File: src/rtl/display_sequencer.sv
// Clock display sequencer: set/adjust mode FSM driven by synchronized buttons, a seconds-tick
// prescaler with set-mode blink, and a frame FSM that shifts six digits out and latches them.
module display_sequencer #(
  parameter int TICK_DIV    = 1000,
  parameter int REFRESH_DIV = 100
) (
  input  logic       i_clk,
  input  logic       i_rst_n,
  input  logic       i_set,
  input  logic       i_up,
  input  logic       i_down,
  input  logic       i_srbusy,
  output logic       o_srload,
  output logic [2:0] o_muxsel,
  output logic       o_latch,
  output logic       o_cnt_en,
  output logic       o_adj_min,
  output logic       o_adj_hr,
  output logic       o_adj_dir,
  output logic       o_blank
);

  localparam int TW = (TICK_DIV > 1) ? $clog2(TICK_DIV) : 1;
  localparam int RW = (REFRESH_DIV > 1) ? $clog2(REFRESH_DIV) : 1;
  localparam logic [TW-1:0] TICK_LAST    = TW'(TICK_DIV - 1);
  localparam logic [RW-1:0] REFRESH_LAST = RW'(REFRESH_DIV - 1);

  typedef enum logic [1:0] {MODE_RUN, MODE_SET_HR, MODE_SET_MIN} mode_t;
  typedef enum logic [2:0] {FR_IDLE, FR_LOAD, FR_ARM, FR_WAIT, FR_LATCH} frame_t;

  logic [2:0]    set_sync, up_sync, down_sync;
  logic          set_rise, up_rise, down_rise;
  mode_t         mode;
  logic [TW-1:0] presc;
  logic          tick_wrap;
  logic          blink;
  logic [RW-1:0] refresh;
  logic          ref_wrap;
  logic          pending;
  frame_t        frame;
  logic [2:0]    digit;
  logic          frame_take, load_next, latch_next;
  logic          adj_req, adj_held, held_hr, held_dir;

  // Bit 2 is the previous synchronized value, so edges are seen on bits [2:1].
  assign set_rise  = set_sync[1]  & ~set_sync[2];
  assign up_rise   = up_sync[1]   & ~up_sync[2];
  assign down_rise = down_sync[1] & ~down_sync[2];

  assign tick_wrap  = (presc == TICK_LAST);
  assign ref_wrap   = (refresh == REFRESH_LAST);
  assign frame_take = (frame == FR_IDLE) && pending;
  assign load_next  = frame_take || ((frame == FR_WAIT) && !i_srbusy && (digit != 3'd5));
  assign latch_next = (frame == FR_WAIT) && !i_srbusy && (digit == 3'd5);
  assign adj_req    = (mode != MODE_RUN) && (up_rise ^ down_rise);

  assign o_muxsel = digit;
  assign o_blank  = blink && (((mode == MODE_SET_HR)  && (digit >= 3'd4)) ||
                              ((mode == MODE_SET_MIN) && ((digit == 3'd2) || (digit == 3'd3))));

  // Adjust strobes that would land on a load/latch cycle are held back by one cycle;
  // frame strobes are never back to back, so one cycle is always enough.
  always_ff @(posedge i_clk or negedge i_rst_n) begin
    if (!i_rst_n) begin
      set_sync  <= '0;
      up_sync   <= '0;
      down_sync <= '0;
      mode      <= MODE_RUN;
      presc     <= '0;
      blink     <= 1'b0;
      o_cnt_en  <= 1'b0;
      o_adj_hr  <= 1'b0;
      o_adj_min <= 1'b0;
      o_adj_dir <= 1'b0;
      adj_held  <= 1'b0;
      held_hr   <= 1'b0;
      held_dir  <= 1'b0;
    end else begin
      set_sync  <= {set_sync[1:0], i_set};
      up_sync   <= {up_sync[1:0], i_up};
      down_sync <= {down_sync[1:0], i_down};

      if (set_rise) begin
        case (mode)
          MODE_RUN:    mode <= MODE_SET_HR;
          MODE_SET_HR: mode <= MODE_SET_MIN;
          default:     mode <= MODE_RUN;
        endcase
      end

      if ((set_rise && (mode == MODE_SET_MIN)) || tick_wrap)
        presc <= '0;
      else
        presc <= presc + 1'b1;

      if (set_rise)
        blink <= 1'b0;
      else if (tick_wrap)
        blink <= ~blink;

      o_cnt_en  <= tick_wrap && (mode == MODE_RUN) && !set_rise;
      o_adj_hr  <= 1'b0;
      o_adj_min <= 1'b0;
      o_adj_dir <= 1'b0;

      if (adj_held) begin
        o_adj_hr  <= held_hr;
        o_adj_min <= ~held_hr;
        o_adj_dir <= held_dir;
        adj_held  <= 1'b0;
      end else if (adj_req) begin
        if (load_next || latch_next) begin
          adj_held <= 1'b1;
          held_hr  <= (mode == MODE_SET_HR);
          held_dir <= up_rise;
        end else begin
          o_adj_hr  <= (mode == MODE_SET_HR);
          o_adj_min <= (mode == MODE_SET_MIN);
          o_adj_dir <= up_rise;
        end
      end
    end
  end

  // Frame FSM runs regardless of mode; the pending flag queues at most one frame start.
  always_ff @(posedge i_clk or negedge i_rst_n) begin
    if (!i_rst_n) begin
      refresh  <= '0;
      pending  <= 1'b0;
      frame    <= FR_IDLE;
      digit    <= 3'd0;
      o_srload <= 1'b0;
      o_latch  <= 1'b0;
    end else begin
      refresh  <= ref_wrap ? '0 : refresh + 1'b1;
      pending  <= (pending && !frame_take) || (ref_wrap && !pending);
      o_srload <= load_next;
      o_latch  <= latch_next;
      case (frame)
        FR_IDLE: begin
          if (pending) begin
            digit <= 3'd0;
            frame <= FR_LOAD;
          end
        end
        FR_LOAD:  frame <= FR_ARM;
        FR_ARM:   frame <= FR_WAIT;
        FR_WAIT: begin
          if (!i_srbusy) begin
            if (digit == 3'd5) begin
              frame <= FR_LATCH;
            end else begin
              digit <= digit + 3'd1;
              frame <= FR_LOAD;
            end
          end
        end
        FR_LATCH: frame <= FR_IDLE;
        default:  frame <= FR_IDLE;
      endcase
    end
  end

endmodule

File: config.mk
export PLATFORM = sky130hd
export DESIGN_NAME = display_sequencer
export DESIGN_NICKNAME = d
export VERILOG_FILES = /design/src/rtl/display_sequencer.sv
export SDC_FILE = /design/constraint.sdc
export NUM_CORES = 1
export LEC_CHECK = 0
export BUFFER_PORTS_ARGS = -buffer_cell sky130_fd_sc_hd__buf_2
export CORE_MARGIN = 2
export CORE_UTILIZATION = 43
export DETAILED_ROUTE_END_ITERATION = 8
export PLACE_DENSITY_LB_ADDON = 0.1
export SYNTH_ARGS = -nofsm -noshare
export SYNTH_HDL_FRONTEND = slang
export SYNTH_SLANG_ARGS = --single-unit
export TNS_END_PERCENT = 20
File: constraint.sdc
create_clock -name i_clk -period 1.4 [get_ports i_clk]
set_input_delay 0.14 -clock i_clk [delete_from_list [all_inputs] [get_ports i_clk]]
set_output_delay 0.14 -clock i_clk [all_outputs]
set_load 0.03 [all_outputs]
==> out/results.tsv, run 1 <==
stage	metric	value	unit
status	status	finished with violations	
status	violated checks	negative setup slack	
finish	area of the multi-input gates	853.3	um^2
global_route	largest net degree at the start of global routing	28	
logic_synthesis	Yosys reg bits	45	
sta	Max Freq	605.2	MHz
global_route	initial antenna violation count	0	
cts	total CTS buffers	5	
finish	Syn-to-layout area delta	28.69	%
drt	Via density	5.019	
cts	worst-case clock buffer depth	2	
finish	fraction of layout cells with a size suffix above 1	0.3043	
logic_synthesis	Synth warnings	0	
power	Peak VDD IR	1095	uV
drt	Antenna Violating Nets Remaining	0	
logic_synthesis	EDFF count, synth	0	
worst_setup_path	Crit Path Max Fanout	2	
place	dpl hpwl	2.392	mm
power	Comb power frac	0.334	
finish	fin nets	218	
finish	Final Core Density	0.5659	
finish	fillcell total	374	
place	placed cell areas	2128	um^2
power	Sw Share	0.3442	
sta	clk_skew	0.01139	ns
finish	Storage cell area	1131	um^2
drt	Routed WL per cell	13.09	um
place	dpl cells	246	
worst_setup_path	CP most frequent cell	ha_4	
logic_synthesis	sequential share of the synthesized area	0.5964	
sta	unrepaired setup endpoints after global routing	true	
logic_synthesis	Cells after Synth	168	
sta	Fin. Hold Viols	0	
finish	post-layout instance area	2430	um^2
logic_synthesis	Yosys cell types	35	
drt	TritonRoute pass-1 iters	4	
global_route	Total GRT Usage	0.1502	
power	Int Power	2.770	mW
sta	Setup WS post-layout	-0.2524	ns
worst_setup_path	Slowest Stage Delay on Critical Path	0.44	ns
worst_setup_path	crit path kind	reg -> out	
place	placer congestion estimate	0.7893	
sta	Tmin final	1.652	ns
logic_synthesis	Synthesized Nets	180	
run	number of max-cap violations	0	
place	# port buffers	15	
cts	Worst-path clk slew	0.09	ns
logic_synthesis	async set or reset register ratio after synthesis	1.000	
power	P per Cell Area	1738	nW/um^2
logic_synthesis	Post-Synthesis Cell Area	1888	um^2
floorplanning	Initial Util	0.4397	
floorplanning	Top Ports	16	
worst_setup_path	critical-path cell list	ha_4 -> ha_4 -> a21oi_2 -> o22ai_2 -> and2_4 -> buf_6	
min_path	Worst Hold Class	in -> reg	
logic_synthesis	Mean Syn Cell Area	11.24	um^2
finish	fin cells	259	
global_route	first-pass GRT wire length	5.754	mm
place	setup slack at placement	-0.03313	ns
floorplanning	row count	24	
drt	routed wire length	3.391	mm
cts	TritonCTS clock tree	built	
cts	Sink Count	45	
global_route	GRT overflow	0	
power	Net Switching	1.454	mW
drt	vias	1300	
power	Leakage Power	1.093	nW
sta	count of final max-slew check failures	0	
power	Reg power frac	0.433	
floorplanning	chip height	70.27	um
drt	DR DRC count	0	
sta	Tcrit/Tclk final	1.180	
worst_setup_path	Arrival @ worst endpoint	1.51	ns
worst_setup_path	Worst setup EP type	output port	
sta	relative slew slack	0.6952	
sta	total negative slack	-0.2524	ns
global_route	vias in the first global route	1305	
sta	Worst-Margin Slew	0.4572	ns
worst_setup_path	Critical Path RT	1.26	ns
cts	H-tree levels	2	
floorplanning	total core area	4294	um^2
logic_synthesis	Most used DFF post-synth	dfrtp_1	
cts	Worst-Skew Late Latency	0.30	ns
worst_setup_path	startpoint types	flop	
cts	Root Buffer Master	clkbuf_8	
floorplanning	Die ar.	4937	um^2
drt	DRT iter0 DRCs	77	
sta	Setup-failing EPs final	1	
finish	ANT cells	0	
worst_setup_path	CP max stage cell	dfrtp_2	
floorplanning	Die Wd	70.27	um
power	clock power share	0.233	
Yosys cell counts (2+ instances only):
master	instances	area, um^2
nor2_1	20	75.07
nand4_1	2	12.51
and4_1	2	17.52
o21a_1	2	15.01
and2_1	2	12.51
nand2_1	15	56.30
o21ai_0	7	35.03
nand3_1	11	55.05
inv_1	4	15.01
nand2b_1	5	31.28
dfrtp_1	45	1126
o31ai_1	3	22.52
xnor2_1	6	52.55
and3_1	4	25.02
or3_1	3	18.77
ha_1	6	75.07
nor2b_1	4	25.02
xor2_1	5	43.79
a21oi_1	5	25.02
nor3b_1	2	15.01
critical path: cells and delay by family, from the launching register on:
family                     cells  cell delay [ns]
DFF                            1             0.44
adders and majority gates      2             0.32
AOI/OAI and AO/OA              2             0.17
and+or+nand+nor                1             0.14
buffers and inverters          1             0.13
state kept, by name (all words and copies together), names as in the netlist, 2 cells and up:
register   cells
up_sync        3
o_muxsel       3
refresh        7
mode           2
down_sync      3
set_sync       3
frame          3
presc         10
per-stage QoR:
step / power [mW] / hold slack [ns]
floorplan: 2.503 / -0.1556
global placement: 2.875 / 0.1075
detailed placement: 2.937 / 0.1141
CTS: 4.156 / 0.1236
global route: 4.516 / 0.1514
finish: 4.224 / 0.1366
cell usage in the layout (no fill, tap or decap), types with 3 or more instances in the layout:
cell and count:
nand2b_1 4, buf_4 7, nand3_1 10, clkbuf_8 5, xnor2_1 6, buf_2 13, dfrtp_2 4, ha_4 4
o21ai_0 4, o21ai_1 4, and3_1 4, a21oi_1 3, dfrtp_1 41, xor2_1 5, nor2b_1 3, dlygate4sd3_1 4
buf_6 6, or3_1 3, nand2_1 13, nor2_1 19
what timing repair did:
item	4_1_cts	5_1_grt
hold buffers	4	0
buffers inserted	2	0
gates cloned	0	0
endpoints found under the hold margin	21	0
setup endpoints to repair	3	21
pin swaps	6	6
resized for setup	19	21
logic make-up after synthesis:
| logic type | share of synthesized area |
|---|---|
| AND/OR/NAND/NOR | 0.2121 |
| flip-flops | 0.5964 |
| AO/OA/AOI/OAI | 0.08747 |
| XOR/XNOR | 0.05103 |
| adder cells (fa/ha/maj) | 0.03976 |
| buffers and inverters | 0.007950 |
| multiplexers | 0.005302 |
power by group through the flow:
| stage | Sequential (mW) | Combinational [mW] | Clock (mW) |
|---|---|---|---|
| 2_1_floorplan | 1.94 | 0.561 | 0 |
| 3_3_place_gp | 1.80 | 1.07 | 0 |
| 3_5_place_dp | 1.82 | 1.11 | 0 |
| 4_1_cts | 1.81 | 1.33 | 1.02 |
| 5_1_grt | 1.88 | 1.56 | 1.08 |
| 6_report | 1.83 | 1.41 | 0.985 |
per-layer routing:
layer	part of all wire	global-route usage	vias to the layer above
met2	0.47	0.2243	15
met5	0	0	-
met3	0.034	0.05916	4
met1	0.49	0.1958	627
li1	-	-	654
met4	0.0074	0.05983	0
layout make-up:
cell class                      count  share of cell area
Clock inverter                      3             0.01905
Tap cell                           52             0.02678
Multi-Input combinational cell    119              0.3512
Inverter                            4            0.008239
Timing Repair Buffer               31              0.1009
Clock buffer                        5             0.02832
Sequential cell                    45              0.4655
final timing paths:
kind,start,endpoint,cells after the start,slack (ns)
worst max register to register,down_sync[1]$_DFF_PN0_,o_adj_min$_DFF_PN0_,4,0
min in group asynchronous,i_rst_n,set_sync[2]$_DFF_PN0_,2,0.30
worst max-delay path,o_muxsel[0]$_DFFE_PN0P_,o_blank,6,-0.25
max in group asynchronous,i_rst_n,o_latch$_DFF_PN0_,3,0.60
worst min register to register,down_sync[0]$_DFF_PN0_,down_sync[1]$_DFF_PN0_,0,0.35
worst min-delay path,i_srbusy,frame[1]$_DFFE_PN0P_,3,0.14
(Power assumes the default switching activity.)
==> run 2, diff against run 1 <==
--- a/config.mk
+++ b/config.mk
@@ -9,7 +9,7 @@
 export CORE_MARGIN = 2
 export CORE_UTILIZATION = 43
 export DETAILED_ROUTE_END_ITERATION = 8
-export PLACE_DENSITY_LB_ADDON = 0.1
+export PLACE_DENSITY = 0.69
 export SYNTH_ARGS = -nofsm -noshare
 export SYNTH_HDL_FRONTEND = slang
 export SYNTH_SLANG_ARGS = --single-unit
==> run 2 against run 1 <==
The run still ends with negative setup slack left; clock-buffer cell count unchanged; final area up 0.15%; sequential power is essentially flat; first-iteration DRC count fell by 52%; flip-flop and latch count unchanged; clock skew down 0.0034 ns; critical path type unchanged.
==> out/results.tsv, run 2 (same netlist as run 1, synthesis figures left out) <==
stage	metric	value	unit
place	dpl hpwl	2.373	mm
floorplanning	Initial Util	0.4397	
worst_setup_path	Crit Path Max Fanout	2	
worst_setup_path	r2r setup slk	-0.02	ns
cts	worst-case clock buffer depth	2	
status	status	finished with violations	
worst_setup_path	startpoint types	flop	
cts	Worst-path clk slew	0.09	ns
sta	clk_skew	0.007980	ns
power	Sw Share	0.3328	
sta	total negative slack	-0.2721	ns
place	# port buffers	15	
drt	Via density	4.902	
floorplanning	Top Ports	16	
worst_setup_path	CP Launch Point	o_muxsel[1]$_DFFE_PN0P_	
drt	Routed WL per cell	12.05	um
worst_setup_path	crit path kind	reg -> out	
global_route	first-pass GRT wire length	5.409	mm
power	Int Power	2.791	mW
drt	Antenna Violating Nets Remaining	0	
cts	Sink Count	45	
power	Reg power frac	0.431	
finish	fraction of layout cells with a size suffix above 1	0.2817	
power	Net Switching	1.392	mW
sta	unrepaired setup endpoints after global routing	true	
drt	TritonRoute pass-1 iters	4	
place	placed cell areas	2166	um^2
finish	number of flip-flops in the largest register	10	
finish	Most flops, register	presc	
power	clock power share	0.233	
power	Comb power frac	0.336	
floorplanning	total core area	4294	um^2
sta	Tcrit/Tclk final	1.169	
worst_setup_path	critical-path cell list	ha_4 -> ha_4 -> a21oi_2 -> o22ai_1 -> and2_4 -> buf_6	
worst_setup_path	worst reg2reg endpoint	frame[0]$_DFFE_PN0P_	
status	violated checks	negative setup slack	
worst_setup_path	Setup crit end	o_blank	
cts	Root Buffer Master	clkbuf_8	
floorplanning	Die ar.	4937	um^2
floorplanning	row count	24	
worst_setup_path	CP most frequent cell	ha_4	
finish	Final Core Density	0.5667	
global_route	Total GRT Usage	0.1405	
finish	ANT cells	0	
floorplanning	Die Wd	70.27	um
worst_setup_path	Slowest Stage Delay on Critical Path	0.45	ns
sta	count of final max-slew check failures	0	
cts	TritonCTS clock tree	built	
worst_setup_path	Critical Path RT	1.26	ns
place	dpl cells	251	
place	placer congestion estimate	0.7714	
finish	most frequent cells in the layout	42 x dfrtp_1, 20 x nor2_1, 15 x buf_4	
global_route	vias in the first global route	1223	
floorplanning	chip height	70.27	um
sta	Fin. Hold Viols	0	
drt	vias	1299	
power	Leakage Power	1.106	nW
finish	fillcell total	363	
global_route	GRT overflow	0	
min_path	Worst Hold Class	in -> reg	
global_route	largest net degree at the start of global routing	24	
finish	area of the multi-input gates	820.8	um^2
finish	Storage cell area	1130	um^2
power	Peak VDD IR	1001	uV
sta	hold slack	0.1383	ns
sta	Max Freq	610.9	MHz
finish	Syn-to-layout area delta	28.89	%
finish	commonest non-fill, non-tap cell in the layout	dfrtp_1	
finish	fin cells	265	
drt	routed wire length	3.194	mm
finish	fin nets	224	
cts	H-tree levels	2	
sta	Setup-failing EPs final	3	
drt	DR DRC count	0	
sta	Setup WS post-layout	-0.2368	ns
cts	total CTS buffers	5	
worst_setup_path	Arrival @ worst endpoint	1.50	ns
sta	Worst-Margin Slew	0.3391	ns
finish	post-layout instance area	2434	um^2
run	number of max-cap violations	0	
cts	Worst-Skew Late Latency	0.29	ns
worst_setup_path	R2R Path Start	o_muxsel[1]$_DFFE_PN0P_	
worst_setup_path	FF-to-FF path depth	8	
min_path	worst hold stages	3	
worst_setup_path	Worst setup EP type	output port	
finish	top flop regs	presc x10, refresh x7	
global_route	initial antenna violation count	0	
worst_setup_path	CP max stage cell	dfrtp_2	
sta	Tmin final	1.637	ns
sta	relative slew slack	0.7731	
power	P per Cell Area	1719	nW/um^2
drt	DRT iter0 DRCs	37	
run 2: worst min path at each step:
stage | slack (ns) | start | endpoint
finish | 0.14 | i_srbusy | frame[1]$_DFFE_PN0P_
global route | 0.14 | i_srbusy | frame[1]$_DFFE_PN0P_
CTS | 0.13 | i_srbusy | frame[1]$_DFFE_PN0P_
detailed placement | 0.02 | i_rst_n | held_hr$_DFFE_PN0P_
global placement | 0.02 | i_rst_n | held_hr$_DFFE_PN0P_
floorplan | -0.16 | i_rst_n | adj_held$_DFF_PN0_
run 2: metal layers:
metal | share of wire | up-vias | global-route usage
met2 | 0.47 | 13 | 0.2233
met3 | 0.032 | 6 | 0.04329
met4 | 0.013 | 0 | 0.04487
li1 | - | 674 | -
met1 | 0.48 | 606 | 0.1838
met5 | 0 | - | 0
run 2: final cells by class:
class                   instances  share of cell area
flip-flops and latches         45              0.4643
multi-input cells             119              0.3373
repair buffers                 37              0.1172
clock buffers                   5             0.02828
well taps                      52             0.02674
clock inverters                 3             0.01902
inverters                       4            0.007198
run 2: repair_timing:
| item | 4_1_cts | 5_1_grt |
|---|---|---|
| hold buffers | 4 | 0 |
| resized for setup | 13 | 9 |
| buffers inserted | 2 | 0 |
| pin swaps | 4 | 1 |
| hold endpoints to repair | 34 | 0 |
| setup endpoints to repair | 1 | 11 |
run 2: power by group through the flow:
stage | Combinational (mW) | Clock, mW | Sequential (mW)
after floorplan | 0.561 | 0 | 1.94
after global placement | 1.17 | 0 | 1.79
after detailed placement | 1.19 | 0 | 1.80
after CTS | 1.38 | 1.01 | 1.79
after global routing | 1.58 | 1.06 | 1.84
final | 1.41 | 0.973 | 1.80
run 2: worst max-delay path, delay by kind of cell, from the launching register on:
family | cells | cell delay [ns]
buffers and inverters | 1 | 0.13
AO/OA/AOI/OAI | 2 | 0.17
flip-flops | 1 | 0.45
AND/OR/NAND/NOR | 1 | 0.14
adder cells (fa/ha/maj) | 2 | 0.31
run 2: through the flow:
step	worst slack (ns)	total power [mW]
after floorplan	0.01877	2.503
after global placement	-0.009314	2.956
after detailed placement	-0.05371	2.986
after CTS	-0.2482	4.173
after global routing	-0.2991	4.484
final	-0.2368	4.183
